==> src/rtl/isqrt_pkg.sv <==
// isqrt_pkg: shared types and helpers for the pipelined integer square root.
//
// Contents
//   MAX_N          widest supported result (argument width up to 2*MAX_N)
//   isqrt_stage_t  per-stage state {vld, rem, root, xres}, sized for MAX_N.
//                  Narrower builds zero-pad the unused upper bits.
//   isqrt_iter     one restoring root-digit iteration, returns {rem, root}
//   lat            register-stage count for a given WIDTH / ITER_PER_STAGE
package isqrt_pkg;

  localparam int MAX_N = 32;

  typedef struct packed {
    logic                 vld;
    logic [MAX_N+1:0]     rem;
    logic [MAX_N-1:0]     root;
    logic [2*MAX_N-1:0]   xres;
  } isqrt_stage_t;

  // One digit of the restoring square root. The caller guarantees that rem
  // fits in MAX_N bits before the shift, so dropping its top two bits is lossless.
  function automatic logic [2*MAX_N+1:0] isqrt_iter(
    input logic [MAX_N+1:0] rem,
    input logic [MAX_N-1:0] root,
    input logic [1:0]       xpair
  );
    logic [MAX_N+1:0] rem_s;
    logic [MAX_N+1:0] trial;
    rem_s = {rem[MAX_N-1:0], xpair};
    trial = {root, 2'b01};
    if (rem_s >= trial) begin
      return {rem_s - trial, root[MAX_N-2:0], 1'b1};
    end else begin
      return {rem_s, root[MAX_N-2:0], 1'b0};
    end
  endfunction

  function automatic int lat(input int width, input int iter_per_stage);
    return (width / 2) / iter_per_stage;
  endfunction

endpackage

==> src/rtl/isqrt_stage.sv <==
// isqrt_stage: one register stage of the square-root pipeline.
//
// Applies ITER_PER_STAGE root-digit iterations combinationally to the incoming
// state, then registers the result. The valid bit always shifts and is cleared
// by rst; the data registers load only when the incoming valid is set, so
// bubbles leave them untouched.
//
// Ports
//   clk    in   clock, rising edge
//   rst    in   synchronous active-high reset (valid bit only)
//   in_s   in   state from the previous stage (or the argument port)
//   out_s  out  registered state, upper unused bits zero
module isqrt_stage
  import isqrt_pkg::*;
#(
  parameter int WIDTH          = 32,
  parameter int ITER_PER_STAGE = 1
) (
  input  logic         clk,
  input  logic         rst,
  input  isqrt_stage_t in_s,
  output isqrt_stage_t out_s
);

  localparam int N = WIDTH / 2;

  logic [MAX_N+1:0]   rem_c;
  logic [MAX_N-1:0]   root_c;
  logic [2*MAX_N-1:0] xres_c;
  logic [2*MAX_N+1:0] step;

  // The next argument bit pair always sits at the top of the live WIDTH-bit
  // residue; the residue shifts left after each pair is consumed.
  always_comb begin
    rem_c  = in_s.rem;
    root_c = in_s.root;
    xres_c = in_s.xres;
    step   = '0;
    for (int i = 0; i < ITER_PER_STAGE; i++) begin
      step   = isqrt_iter(rem_c, root_c, xres_c[WIDTH-1 -: 2]);
      rem_c  = step[2*MAX_N+1 -: MAX_N+2];
      root_c = step[MAX_N-1:0];
      xres_c = xres_c << 2;
    end
  end

  // ---- stage register boundary ----
  logic             vld_p0;
  logic [N+1:0]     rem_p0;
  logic [N-1:0]     root_p0;
  logic [WIDTH-1:0] xres_p0;

  always_ff @(posedge clk) begin
    if (rst) begin
      vld_p0 <= 1'b0;
    end else begin
      vld_p0 <= in_s.vld;
    end
  end

  always_ff @(posedge clk) begin
    if (in_s.vld) begin
      rem_p0  <= rem_c[N+1:0];
      root_p0 <= root_c[N-1:0];
      xres_p0 <= xres_c[WIDTH-1:0];
    end
  end

  always_comb begin
    out_s                 = '0;
    out_s.vld             = vld_p0;
    out_s.rem[N+1:0]      = rem_p0;
    out_s.root[N-1:0]     = root_p0;
    out_s.xres[WIDTH-1:0] = xres_p0;
  end

  // Bits above the live widths are intentionally dropped.
  logic unused_bits;
  assign unused_bits = ^{rem_c, root_c, xres_c, step};

endmodule

==> src/rtl/isqrt_pipe.sv <==
// isqrt_pipe: fully pipelined unsigned integer square root, y = floor(sqrt(x)).
//
// Accepts one argument per clock with no backpressure and returns the result
// a fixed LAT = (WIDTH/2)/ITER_PER_STAGE clocks later. The input valid pattern,
// including bubbles, is reproduced at the output delayed by LAT.
//
// Ports
//   clk    in   1          clock, rising edge
//   rst    in   1          synchronous active-high reset; drops in-flight results
//   x_vld  in   1          argument valid
//   x      in   WIDTH      unsigned argument
//   y_vld  out  1          result valid, one pulse per accepted argument
//   y      out  WIDTH/2    floor square root, meaningful when y_vld=1
module isqrt_pipe
  import isqrt_pkg::*;
#(
  parameter int WIDTH          = 32,
  parameter int ITER_PER_STAGE = 1
) (
  input  logic                 clk,
  input  logic                 rst,
  input  logic                 x_vld,
  input  logic [WIDTH-1:0]     x,
  output logic                 y_vld,
  output logic [WIDTH/2-1:0]   y
);

  localparam int N   = WIDTH / 2;
  localparam int LAT = lat(WIDTH, ITER_PER_STAGE);

  if ((WIDTH % 2) != 0 || WIDTH < 4 || WIDTH > 2 * MAX_N) begin : g_bad_width
    $error("isqrt_pipe: WIDTH must be even, >= 4 and <= %0d", 2 * MAX_N);
  end
  if (ITER_PER_STAGE < 1 || (N % ITER_PER_STAGE) != 0) begin : g_bad_iter
    $error("isqrt_pipe: ITER_PER_STAGE must divide WIDTH/2");
  end

  isqrt_stage_t chain [LAT+1];

  assign chain[0] = '{vld: x_vld, rem: '0, root: '0, xres: (2*MAX_N)'(x)};

  for (genvar k = 0; k < LAT; k++) begin : g_stage
    isqrt_stage #(
      .WIDTH         (WIDTH),
      .ITER_PER_STAGE(ITER_PER_STAGE)
    ) u_stage (
      .clk  (clk),
      .rst  (rst),
      .in_s (chain[k]),
      .out_s(chain[k+1])
    );
  end

  assign y_vld = chain[LAT].vld;
  assign y     = chain[LAT].root[N-1:0];

  // Final remainder and residue are not part of the result.
  logic unused_bits;
  assign unused_bits = ^{chain[LAT].rem, chain[LAT].root, chain[LAT].xres};

endmodule
==> config.mk <==
export PLATFORM = sky130hd
export DESIGN_NAME = isqrt_pipe
export DESIGN_NICKNAME = d
export VERILOG_FILES = /design/src/rtl/isqrt_pkg.sv /design/src/rtl/isqrt_stage.sv /design/src/rtl/isqrt_pipe.sv
export SDC_FILE = /design/constraint.sdc
export NUM_CORES = 1
export LEC_CHECK = 0
export ABC_AREA = 1
export CAP_MARGIN = 25
export CORE_ASPECT_RATIO = 1.1
export CORE_MARGIN = 4
export CORE_UTILIZATION = 25
export CTS_CLUSTER_SIZE = 25
export DETAILED_ROUTE_END_ITERATION = 12
export SLEW_MARGIN = 20
export SYNTH_ARGS = -nofsm -noshare
export SYNTH_HDL_FRONTEND = slang
export SYNTH_SLANG_ARGS = --single-unit
==> constraint.sdc <==
create_clock -name clk -period 3.6 [get_ports clk]
set_input_delay 0.72 -clock clk [delete_from_list [all_inputs] [get_ports clk]]
set_output_delay 0.72 -clock clk [all_outputs]
set_load 0.01 [all_outputs]
==> run metrics <==
fill count=13600; RSZ-0062 raised after global routing=false; ys flop type=edfxtp_1; Post-CTS Setup Inserts=0; largest net degree at the start of global routing=46; Avg WL per Cell=13.5 microns; first-pass GRT wire length=114000 microns; Routed Antenna Nets=0; clock skew=0.0307 ns; most frequent cells in the layout=nand2_1 (889), edfxtp_1 (626), inv_1 (485); die area=0.137 sq mm; Synth area leader=edfxtp_1; hold buffers post-CTS=0; Initial Utilization=25.2%; detail-routed via count per cell=4.14; status=finished, final reports clean; via count=21700; P_leak=0.0151 uW; Final #Nets=3605; Synth area leaders=edfxtp_1 (57%), nand2_1 (10%), ha_1 (5.8%); Max Cap Viol=0; IO Pins=52; Die H=388 microns; Hold Path Class=flip-flop to flip-flop; post-synth cell types=50; CP startpoint kind=flip-flop; Cell Area, Synth=0.0329 sq mm; Pwr Density=426 mW/mm^2; CP most frequent cell=nand2_1; sequential share of the synthesized area=58.2%; crit share post-route=70.5%; clk_lat worst skew=0.63 ns; antenna fix cells=0; final instance area=0.0377 sq mm; final critical-path required period=2.54 ns; Max-slew headroom=35.7%; top cell type's share of synthesized area=57.2%; critical path fanouts, max=22; vias in the first global route=21700; Max Freq=394 MHz; initial antenna violation count=0; number of synthesized flops with an enable pin=626; die width=354 microns; CP top delay family=simple AND/OR/NAND/NOR gates; CP bufs+invs=3; Resized cells post-CTS=0; Core ar.=0.131 sq mm; # setup viols final=0; ys async rst share=0%; global route overflow=0; final core occ=28.9%; layout cells sized above 1=8.72%; Critical Path, Cell by Cell=inv_1 -> ha_1 -> nand2_1 -> inv_1 -> nand2_1 -> nand2_1 -> nand2_1 -> nand2_1 -> nor2_2 -> nand2_4 -> inv_2 -> o21ai_1; worst r2r src=g_stage[8].u_stage.root_p0[4]$_DFFE_PP_; Crit. Startpoint=g_stage[8].u_stage.root_p0[4]$_DFFE_PP_; DRC=0; H-tree depth reported by CTS=3; cts bufs inserted=71; Cell Rows=139; maximum VDD drop=355 uV; DR pass1 iterations=5; CP max stage delay=0.43 ns; commonest non-fill, non-tap cell in the layout=nand2_1; Setup crit end kind=flip-flop; GPL Wtd Cong=0.880; clock slew at reported path FFs=0.07 ns; YS warnings=0; post-synth net total=3511; setup TNS=0 ns; worst path arrival time=2.87 ns; Synth Register Bits=642; Worst-Margin Slew=0.962 ns; clk root buf=clkbuf_16; worst setup path class=flip-flop to flip-flop; Max stage delay cell, worst path=edfxtp_1; Sink Count=642; Final Hold Viols=0; Starting DRT DRC Count=1153; hold path start=g_stage[7].u_stage.xres_p0[26]$_DFFE_PP_; Synth Area per Inst=9.89 sq um; Max Root-Sink Buffers=3; Final Slew Violations=0; placed cell area=0.0353 sq mm; worst path required time=3.93 ns; P&R area growth vs syn=14.9%; Detailed Route WL=70800 microns; dpl hpwl=55000 microns; Synth Instances=3323; Buffers on Ports=51; Overall Global Routing Usage=10.3%; CTS tree=done
metrics by stage:
stage | worst slack [ns] | total power (uW) | hold slack, ns | instances
3_3_place_gp | 1.05 | 8820 | 0.401 | 5103
6_report | 1.06 | 16100 | 0.407 | 5236
3_5_place_dp | 1.02 | 8830 | 0.405 | 5104
2_1_floorplan | 1.71 | 8680 | 0.400 | 3323
5_1_grt | 0.837 | 16700 | 0.412 | 5236
4_1_cts | 1.01 | 16300 | 0.407 | 5234
worst reg2reg max path, stage by stage, from the launching register on:
cell and delay, ns:
edfxtp_1 0.43, inv_1 0.07, ha_1 0.35, nand2_1 0.15, inv_1 0.05, nand2_1 0.06, nand2_1 0.06, nand2_1 0.07
nand2_1 0.05, nor2_2 0.25, nand2_4 0.13, inv_2 0.37, o21ai_1 0.23
synth_stat cells (2+ instances only):
cell	number
a21o_1	5
a21oi_1	137
a21oi_2	33
and2_1	4
and3_1	2
buf_2	4
buf_4	18
buf_6	17
clkbuf_1	3
dfxtp_1	16
edfxtp_1	626
ha_1	153
inv_1	485
inv_2	21
inv_4	4
nand2_1	889
nand2_2	26
nand2_4	6
nand3_1	196
nand3_2	3
nand3_4	5
nand3b_1	31
nand4_1	39
nor2_1	270
nor2_2	19
nor2_4	2
nor3_1	27
nor3_2	2
nor4_1	6
o211ai_1	2
o21a_1	4
o21ai_0	73
o21ai_1	29
o21ai_2	38
o21bai_1	6
or2_0	2
or2_2	8
xnor2_1	50
xor2_1	51
path summary, 6_finish.rpt:
path / depth (start not counted) / slack [ns] / endpoint
hold reg to reg: 0 / 0.41 / g_stage[8].u_stage.xres_p0[28]$_DFFE_PP_
setup / recovery: 12 / 1.06 / g_stage[9].u_stage.rem_p0[9]$_DFFE_PP_
setup reg to reg: 12 / 1.06 / g_stage[9].u_stage.rem_p0[9]$_DFFE_PP_
hold / removal: 0 / 0.41 / g_stage[8].u_stage.xres_p0[28]$_DFFE_PP_
layer usage:
metal | wire length, microns | global-route usage [%] | vias up
met1 | 30000 | 12.0 | 9941
met4 | 3010 | 4.39 | 0
met2 | 35400 | 18.5 | 355
li1 | - | - | 11200
met3 | 2300 | 1.62 | 144
met5 | 0 | 0 | -
logic make-up after synthesis:
kind of cell               count (synthesis)  share of synthesized area [%]
AOI/OAI and AO/OA                        329                           5.97
xor gates and xnor gates                 101                           2.69
adders and majority gates                153                           5.83
buffers and inverters                    554                           6.98
DFF                                      642                           58.2
other                                      1                         0.0114
and+or+nand+nor                         1543                           20.4
cell type report:
type,count,area (sq um),area share [%]
Tap cell,1762,2200,5.84
Clock inverter,50,537,1.42
Sequential cell,642,19100,50.7
Clock buffer,80,1850,4.91
Inverter,511,1930,5.11
Multi-Input combinational cell,2127,11500,30.3
Timing Repair Buffer,64,641,1.70
registers in the layout (all words and copies together), names as in the netlist:
register,count
g_stage.u_stage.xres_p0,240
g_stage.u_stage.rem_p0,250
g_stage.u_stage.root_p0,136
g_stage.u_stage.vld_p0,16
where the power goes:
part | internal, uW | leakage [uW] | switching (uW)
Sequential | 8260 | 0.00580 | 78.8
Combinational | 130 | 0.00811 | 198
Clock | 4330 | 0.00116 | 3070
Power figures use the tool's default switching activity.
